==> src/rtl/regfile_write_arbiter.sv <==
// Write-port arbiter for the 32x32 register file: WB has priority, MDU results queue in a FIFO.
// Optional REGFILE_ARB_BYPASS_EN lets an MDU result skip the empty FIFO when WB is idle.
module regfile_write_arbiter #(
  parameter int DEPTH      = 4,
  parameter int STARVE_MAX = 8
) (
  input  logic                       clk,
  input  logic                       rst_n,
  input  logic                       wb_valid,
  input  logic [4:0]                 wb_reg,
  input  logic [31:0]                wb_data,
  output logic                       wb_stall,
  input  logic                       mdu_valid,
  output logic                       mdu_ready,
  input  logic [4:0]                 mdu_reg,
  input  logic [31:0]                mdu_data,
  input  logic [4:0]                 pend_reg,
  output logic                       pend_hit,
  output logic [$clog2(DEPTH):0]     fifo_count,
  output logic                       RegWrite,
  output logic [4:0]                 WriteReg,
  output logic [31:0]                WriteData
);

  localparam int PW = $clog2(DEPTH);
  localparam int CW = PW + 1;
  localparam int SW = $clog2(STARVE_MAX + 1);

  logic [4:0]    fifo_reg  [DEPTH];
  logic [31:0]   fifo_data [DEPTH];
  logic [PW-1:0] wr_ptr;
  logic [PW-1:0] rd_ptr;
  logic [CW-1:0] count;
  logic [SW-1:0] starve_cnt;

  logic          empty;
  logic          grant_wb;
  logic          pop;
  logic          push;
  logic          bypass;
  logic          grant_valid;
  logic [4:0]    grant_reg;
  logic [31:0]   grant_data;
  logic          fifo_hit;

  assign empty      = (count == '0);
  assign mdu_ready  = (count != CW'(DEPTH));
  assign fifo_count = count;
  assign wb_stall   = !empty && (starve_cnt == SW'(STARVE_MAX));
  assign grant_wb   = wb_valid && !wb_stall;
  assign pop        = !grant_wb && !empty;

`ifdef REGFILE_ARB_BYPASS_EN
  // An empty FIFO can never stall WB, so !grant_wb here already means WB is idle.
  assign bypass = !grant_wb && empty && mdu_valid;
`else
  assign bypass = 1'b0;
`endif

  assign push = mdu_valid && mdu_ready && !bypass;

  always_comb begin
    grant_valid = 1'b0;
    grant_reg   = '0;
    grant_data  = '0;
    if (grant_wb) begin
      grant_valid = 1'b1;
      grant_reg   = wb_reg;
      grant_data  = wb_data;
    end else if (pop) begin
      grant_valid = 1'b1;
      grant_reg   = fifo_reg[rd_ptr];
      grant_data  = fifo_data[rd_ptr];
    end else if (bypass) begin
      grant_valid = 1'b1;
      grant_reg   = mdu_reg;
      grant_data  = mdu_data;
    end
  end

  always_ff @(posedge clk) begin
    if (push) begin
      fifo_reg[wr_ptr]  <= mdu_reg;
      fifo_data[wr_ptr] <= mdu_data;
    end
  end

  always_ff @(posedge clk) begin
    if (!rst_n) begin
      wr_ptr     <= '0;
      rd_ptr     <= '0;
      count      <= '0;
      starve_cnt <= '0;
    end else begin
      if (push) wr_ptr <= wr_ptr + 1'b1;
      if (pop)  rd_ptr <= rd_ptr + 1'b1;
      count <= count + CW'(push) - CW'(pop);
      if (grant_wb) begin
        if (!empty) starve_cnt <= starve_cnt + 1'b1;
      end else begin
        starve_cnt <= '0;
      end
    end
  end

  // Register-0 writes still consume their grant but never reach the register file.
  always_ff @(posedge clk) begin
    if (!rst_n) begin
      RegWrite  <= 1'b0;
      WriteReg  <= '0;
      WriteData <= '0;
    end else begin
      RegWrite  <= grant_valid && (grant_reg != '0);
      WriteReg  <= grant_reg;
      WriteData <= grant_data;
    end
  end

  always_comb begin
    fifo_hit = 1'b0;
    for (int unsigned i = 0; i < DEPTH; i++) begin
      if ((CW'(i) < count) && (fifo_reg[rd_ptr + PW'(i)] == pend_reg)) fifo_hit = 1'b1;
    end
  end

  assign pend_hit = (pend_reg != '0) && (fifo_hit || (RegWrite && (WriteReg == pend_reg)));

endmodule
==> config.mk <==
export PLATFORM = sky130hd
export DESIGN_NAME = regfile_write_arbiter
export DESIGN_NICKNAME = d
export VERILOG_FILES = /design/src/rtl/regfile_write_arbiter.sv
export SDC_FILE = /design/constraint.sdc
export NUM_CORES = 1
export LEC_CHECK = 0
export CAP_MARGIN = 20
export CORE_UTILIZATION = 25
export CTS_BUF_LIST = sky130_fd_sc_hd__clkbuf_8
export DETAILED_ROUTE_END_ITERATION = 6
export SLEW_MARGIN = 15
export SYNTH_ARGS = -nofsm -noshare
export SYNTH_HDL_FRONTEND = slang
export SYNTH_SLANG_ARGS = --single-unit
==> constraint.sdc <==
create_clock -name clk -period 2.7 [get_ports clk]
set_input_delay 0.54 -clock clk [delete_from_list [all_inputs] [get_ports clk]]
set_output_delay 0.54 -clock clk [all_outputs]
set_load 0.01 [all_outputs]
**After elaboration in Yosys (flattened, before gate mapping)**

Memories as Yosys holds them, arrays and structs flattened. A register that Yosys moved wholly into a read port is not among the register bits.
Cells that the tools add are included.

- Reduce and logical (&&, ||, !) cells: 19
- Multiply operators: 0
- Add/subtract/negate cells: 7
- Magnitude comparators: 4
- Divide/modulo/power cells: 0
- Bitwise operators: 0
- Shift-type cells: 0
- Multiplexer cells: 16
- Eq/ne operators: 7

Operator list:

| cell | count |
|---|---|
| 2-to-1 mux 32 bit | 2 |
| equality test 5 bit | 5 |
| logical AND 1 bit | 11 |
| 2-to-1 mux 5 bit | 2 |
| nonzero test 5 bit | 2 |
| 2-to-1 mux 1 bit | 8 |
| 2-to-1 mux 2 bit | 4 |
| less-than comparator 1 x 3 -> 1 bit, first input constant | 2 |
| less-than comparator 2 x 3 -> 1 bit, first input constant | 2 |
| adder 2 x 1 -> 2 bit, second input constant | 2 |
| adder 2 bit, second input constant | 2 |
| adder 4 x 1 -> 4 bit, second input constant | 1 |
| equality test 4 bit, second input constant | 1 |
| adder 3 x 1 -> 3 bit | 1 |
| zero test 1 bit | 3 |
| zero test 3 bit | 1 |
| != test 3 bit, second input constant | 1 |
| subtractor 3 x 1 -> 3 bit | 1 |
| AND reduction 2 bit | 1 |
| logical OR 1 bit | 1 |

- Word-level logic and storage cells: 62
- Memories kept: 2
- RAM bits: 148
- ROM bits: 0
- Output and inout port bits: 44
- Flip-flop bits (word level): 49
- Bits in latches: 0

Memories:

| name | words | width | read ports | clocked after memory_dff | wr ports | RTL line | RTL |
|---|---|---|---|---|---|---|---|
| fifo_data | 4 | 32 | 1 | 1 | 1 | 30 | `logic [31:0] fifo_data [DEPTH];` |
| fifo_reg | 4 | 5 | 4 | 1 | 1 | 29 | `logic [4:0] fifo_reg [DEPTH];` |

**Logic depth before layout (Yosys ltp)**

Gate-level depths: netlist (run 1).

- Word-level depth: 11
- Depth in mapped cells: 14

**Worst setup path after synthesis (run 1)**

OpenSTA, ideal clock, no wires.

- Path type: reg-to-reg
- From: register count[1] (netlist: fifo_count[1])
- To: register count[2] (netlist: fifo_count[2])
- Arrival time: 2.541 ns
- Path slack: 0.044 ns
- Library setup time: 0.115 ns
- Clock period less this slack: 2.656 ns
- Cell stages (with the launch flop): 13
- Cells stage by stage: dfxtp_1 -> nor3_4 -> o31a_1 -> buf_2 -> nor2_4 -> buf_2 -> ha_1 -> inv_1 -> ha_1 -> inv_1 -> fa_1 -> xor2_1 -> and2_1

- Cells in the longest elaborated chain, start to end: 8

RTL lines:

| what | RTL line | RTL |
|---|---|---|
| from (decl) | 33 | `logic [CW-1:0] count;` |
| from (signal assigned) | 97 | `count <= count + CW'(push) - CW'(pop);` |
| parallel branches: the longest is 7 deep, another holds adder 3 x 1 -> 3 bit | n/a |  |
| subtractor 3 x 1 -> 3 bit * | 97 |  |

Every way passes the cells marked *.
A chain may end at the register's enable or synchronous reset.

**Worst setup path in the final report (run 1)**

- From: register rd_ptr[0]
- To: output pend_hit

- Cells in the longest elaborated chain, start to end: 9

RTL lines:

| what | RTL line | RTL |
|---|---|---|
| from (decl) | 32 | `logic [PW-1:0] rd_ptr;` |
| from (signal assigned) | 96 | `if (pop) rd_ptr <= rd_ptr + 1'b1;` |
| adder 2 x 1 -> 2 bit | 122 | `if ((CW'(i) < count) && (fifo_reg[rd_ptr + PW'(i)] == pend_reg)) fifo_hit = 1'b1;` |
| memory (4 x 5 bit) * | n/a |  |
| equality test 5 bit | 122 |  |
| logical AND 1 bit | 122 |  |
| 2-to-1 mux 1 bit (2 in a row) | 122 |  |
| 2-to-1 mux 1 bit * | 122 |  |
| logical OR 1 bit * | 126 | `assign pend_hit = (pend_reg != '0) && (fifo_hit \|\| (RegWrite && (WriteReg == pend_reg)));` |
| logical AND 1 bit * | 126 |  |
| to (decl) | 18 | `output logic pend_hit,` |

Mark *: on every way between the ends. The rest lies on a longest branch, timed or not.

==> flow_summary.toml, run 1 <==
[placement]
port_buffers = 126
hpwl_mm = 11.8
gp_congestion = 0.755

[drt]
drt_wl_total_mm = 18.1
dr.first_iter.drc_count = 214
wl_per_cell_microns = 18.1
firstDrtPassIters = 4
drc = 0
vias_per_cell = 4.42
antenna_left = 0
num_vias = 4437

[yosys]
synth_warnings = 0
synth_cells = 433
synth.area.top_cells = "edfxtp_1 56%, dfxtp_1 13%, mux4_2 12%"
synth.top_cells.by_count = "148 x edfxtp_1, 51 x dfxtp_1, 44 x mux4_2, 32 x a32o_1, 18 x clkbuf_1"
ys_ff_latch = 199
synth.mux.area_fraction = 0.150
yosysTopAreaCell = "edfxtp_1"
synthAdderAreaFrac = 0.0181
synth-compound-area-share = 0.0536
avgSynthCellArea_sq_um = 18.5
synth_simple_gate_area_frac = 0.0358
synthesis.area_sq_um = 8010
synth_top_family_by_area = "multiplexers"
async_reset_ff_frac = 0
yosysMostFrequentCell = "edfxtp_1"
syn_nets = 527
ys_seq_area_frac = 0.683
synth.distinct_cells = 37
yosysTopAreaCellShare = 0.555
yosys.area_share.xor_xnor = 0.0350
synth-edff-count = 148
synth_flop_cell = "edfxtp_1"

[timing]
worst_pin_slew_ns = 0.707
skew_ns = 0.0205
rsz0062_at_grt = "true"
tns_ns = -0.335
slew_headroom = 0.529
drv_slew = 0
period_share = 1.12
setup_viol = 1
timing.fmax_ghz = 0.330
layout_min_cycle_time_ns = 3.03
fin_ws_ns = -0.335
hold_viol = 0

[cells_and_area]
nets = 682
drive_above_1_share = 0.231
largest_reg_flops = 128
syn_to_final_growth_pct = 30.3

[clock_tree]
cts_buffers = 17
cts_tree = "done"
cts_sinks = 199
clkSlewWorstSetupHoldPaths_ns = 0.10
cts_buffer_depth = 2
hold_buffers = 0
h-tree-depth = 4
clkLatencyLatePin_ns = 0.49
root_buffer = "clkbuf_8"

[setup_path]
crit_arrival_ns = 2.49
endpoint_kind = "output pin"
cp_max_fo = 6
start_kind = "register"
critical_path_class = "register to output pin"
cp_data_required_time_ns = 2.16

[grt]
first_global_vias = 4611
grt_overflow = 0
grt_max_degree = 37
antenna_found_initial = 1
grtUsageTotal = 0.116
grt_pass1_wl_mm = 27.7

[die]
dieHeight_microns = 181
io_pins = 127
dieArea_sq_um = 32700
start_util = 0.254
die_w_microns = 181
coreArea_sq_um = 31600
row_count = 65

[run]
max-cap-violations = 0

[worst_hold_path]
hold_path_class = "register to register"

[pwr]
p_leak_nw = 3.41
finalPower_mw = 8.30
power.density_nw_per_um2 = 795
vdd_drop_max_v = 0.000392

[run_status]
violations = "setup timing"
outcome = "finished, violations left"
## critical path, cell delays in order (launching register included)
cell,delay (ns)
dfxtp_4,0.40
buf_16,0.12
buf_4,0.11
buf_4,0.11
mux4_2,0.52
xor2_2,0.18
nor3_2,0.07
a311oi_2,0.27
a21oi_1,0.10
buf_2,0.14
## metrics by stage
step / utilization / setup slack (ns) / std cells / cell area, sq um / hold WS [ns]
after floorplan: - / 0.0438 / 433 / 8010 / 0.462
after global routing: 0.331 / -0.507 / 1003 / 10400 / 0.524
after global placement: 0.314 / -0.367 / 965 / 9910 / 0.485
after CTS: 0.329 / -0.410 / 1002 / 10400 / 0.503
final: 0.331 / -0.335 / 1004 / 10400 / 0.498
after detailed placement: 0.314 / -0.324 / 965 / 9910 / 0.488
## routing by layer
layer | global-route usage | wire length (microns) | up-vias
met4 | 0.0386 | 250 | 0
met2 | 0.187 | 8710 | 115
li1 | - | - | 2050
met1 | 0.149 | 8280 | 2254
met5 | 0 | 0 | -
met3 | 0.0333 | 881 | 18
## cells by family (layout without fill, tap and decap cells)
group	count (synthesis)	count (layout)
AND/OR/NAND/NOR	51	51
AO/OA/AOI/OAI	47	47
multiplexers	52	52
other	0	1
XOR/XNOR	32	32
buffers and inverters	41	209
flip-flops	199	199
adder cells (fa/ha/maj)	11	11
## final timing paths
check,cells after the start,slack (ns),endpoint,start
worst max-delay path,9,-0.33,pend_hit,rd_ptr[0]
worst max register to register,11,0.36,fifo_count[2],fifo_count[1]
worst min-delay path,2,0.50,starve_cnt[1],starve_cnt[1]
worst min register to register,2,0.50,starve_cnt[1],starve_cnt[1]
## power by group
part | total, mW | switching [mW] | leakage [nW] | internal, mW
Sequential | 3.87 | 0.168 | 1.78 | 3.70
Combinational | 2.49 | 1.14 | 1.44 | 1.35
Clock | 1.94 | 1.16 | 0.198 | 0.774
## area by class of cell
cell class / instances / area, sq um
Tap cell: 402 / 503
Timing Repair Buffer: 167 / 1620
Clock buffer: 17 / 234
Fill cell: 3079 / 21100
Multi-Input combinational cell: 193 / 2400
Antenna cell: 1 / 2.50
Sequential cell: 199 / 5470
Inverter: 10 / 37.5
Clock inverter: 15 / 164
## placed cells by master (no fill, tap or decap), types with 2 or more instances in the layout
| cell type | count |
|---|---|
| a21oi_1 | 5 |
| a22oi_1 | 2 |
| a32o_1 | 32 |
| and2_1 | 8 |
| and3_2 | 4 |
| buf_12 | 3 |
| buf_2 | 2 |
| buf_4 | 37 |
| clkbuf_8 | 17 |
| clkdlybuf4s50_1 | 124 |
| clkinv_4 | 2 |
| clkinvlp_4 | 2 |
| dfxtp_1 | 48 |
| dfxtp_2 | 2 |
| edfxtp_1 | 148 |
| ha_1 | 10 |
| inv_1 | 10 |
| inv_6 | 4 |
| inv_8 | 4 |
| mux4_1 | 7 |
| mux4_2 | 45 |
| nand2_1 | 12 |
| nand4_1 | 4 |
| nor2_1 | 6 |
| nor2b_1 | 6 |
| xnor2_1 | 14 |
| xnor2_2 | 3 |
| xor2_1 | 14 |
## timing repair
action | in CTS | in global routing
gates resized for setup | 9 | 7
gates cloned | 1 | 0
setup endpoints to repair | 1 | 1
pin swaps | 5 | 4
hold endpoints to repair | 0 | 0
buffers inserted | 4 | 1
Note: power is estimated with default switching activity, not from simulation.
==> inputs of run 2 (changes only) <==
CORE_ASPECT_RATIO = 1.1   (was default)
==> flow_summary.toml, run 2 (same netlist as run 1, synthesis figures left out) <==
[clock_tree]
hold_buffers = 0
cts_sinks = 199
root_buffer = "clkbuf_8"
cts_tree = "done"
h-tree-depth = 4
clkSlewWorstSetupHoldPaths_ns = 0.10
cts_setup_buffers = 0
cts_buffers = 17
clkLatencyLatePin_ns = 0.47
cts_buffer_depth = 2

[placement]
port_buffers = 126
gp_congestion = 0.768
hpwl_mm = 12.2
dp_cells = 983

[worst_hold_path]
hold-path-cell-count = 2
holdPathEnd = "starve_cnt[1]"
hold_path_class = "register to register"
hold_start = "starve_cnt[1]"

[pwr]
vdd_drop_max_v = 0.000286
p_leak_nw = 3.37
finalPower_mw = 8.18
power.density_nw_per_um2 = 790

[setup_path]
critical_path_class = "register to output pin"
reg2reg_slack_ns = 0.33
r2r_cells = 11
r2r_end = "fifo_count[2]"
cp_max_fo = 9
start_kind = "register"
timing.rr.start = "fifo_count[2]"
crit_arrival_ns = 2.41
worst-path-buf-inv = 2
endpoint_kind = "output pin"
crit_chain = "buf_12 -> mux4_2 -> xnor2_2 -> nand4_1 -> a2111oi_2 -> a31oi_1 -> a21oi_1 -> buf_2"
cpLargestDelayFamily = "multiplexers"
cp_data_required_time_ns = 2.16
max_stage_delay_ns = 0.53
crit_slowest_cell = "mux4_2"
crit_start = "rd_ptr[0]"

[run_status]
outcome = "finished, violations left"
violations = "setup timing"

[cells_and_area]
nets = 676
postLayoutCoreUtil = 0.329
largest_reg_flops = 128
syn_to_final_growth_pct = 29.4
mostFrequentLayoutCell = "edfxtp_1"
drive_above_1_share = 0.213
final_cells = 1016
final_cell_mix = "148 x edfxtp_1, 124 x clkdlybuf4s50_1, 48 x dfxtp_1, 47 x mux4_2, 32 x a32o_1"

[timing]
worst_pin_slew_ns = 0.535
hold_viol = 0
skew_ns = 0.0177
layout_min_cycle_time_ns = 2.95
slew_headroom = 0.643
setup_viol = 1
fin_ws_ns = -0.253
whs_ns = 0.500
period_share = 1.09
timing.fmax_ghz = 0.339
rsz0062_at_grt = "true"
drv_slew = 0
tns_ns = -0.253

[grt]
grt_pass1_wl_mm = 28.0
grt_overflow = 0
grtUsageTotal = 0.116
first_global_vias = 4730
antenna_found_initial = 1
grt_max_degree = 37

[die]
dieArea_sq_um = 32700
dieHeight_microns = 190
coreArea_sq_um = 31500
die_w_microns = 173
io_pins = 127
start_util = 0.254
row_count = 68

[run]
max-cap-violations = 0

[drt]
antenna_left = 0
wl_per_cell_microns = 17.9
num_vias = 4418
drc = 0
dr.first_iter.drc_count = 186
firstDrtPassIters = 4
vias_per_cell = 4.35
drt_wl_total_mm = 18.2
## run 2: cell type report
class                           instances  area (sq um)
Antenna cell                            1          2.50
Clock buffer                           19           262
Clock inverter                         13           120
Fill cell                            3107         21100
Inverter                               10          37.5
Multi-Input combinational cell        193          2340
Sequential cell                       199          5470
Tap cell                              420           526
Timing Repair Buffer                  161          1590
## run 2: routing by layer
metal / vias up / wire length (microns) / global-route usage
li1: 2039 / - / -
met1: 2267 / 8150 / 0.144
met2: 96 / 8990 / 0.196
met3: 16 / 841 / 0.0336
met4: 0 / 229 / 0.0354
met5: - / 0 / 0
## run 2: per-stage QoR
step                      instance area (sq um)  worst slack (ns)
after floorplan                            8010            0.0438
after global placement                     9980            -0.360
after detailed placement                   9980            -0.359
after CTS                                 10300            -0.292
after global routing                      10400            -0.486
final                                     10400            -0.253
## run 2: power by group
part | internal [mW] | switching, mW
logic | 1.32 | 1.12
registers | 3.70 | 0.164
clock network | 0.795 | 1.08
total | 5.81 | 2.37
## run 2: how the worst max path moves through the flow
stage / depth (start not counted) / slack, ns / end
finish: 8 / -0.25 / pend_hit
floorplan: 12 / 0.04 / fifo_count[2]
global route: 8 / -0.49 / pend_hit
CTS: 8 / -0.29 / pend_hit
detailed placement: 7 / -0.36 / pend_hit
global placement: 6 / -0.36 / pend_hit
## run 2: repair_timing
action                                  in CTS  in global routing
gates resized for setup                      9                  1
pin swaps                                    0                  1
endpoints found under the setup margin       1                  1
## run 2: worst reg2reg max path: stages, from the launching register on
cell and delay (ns):
dfxtp_1 0.32, buf_4 0.16, nor3_4 0.32, o31a_1 0.25, nor2_4 0.04, ha_1 0.27
inv_1 0.05, ha_1 0.13, inv_1 0.05, fa_1 0.37, xor2_1 0.16, and2_1 0.14
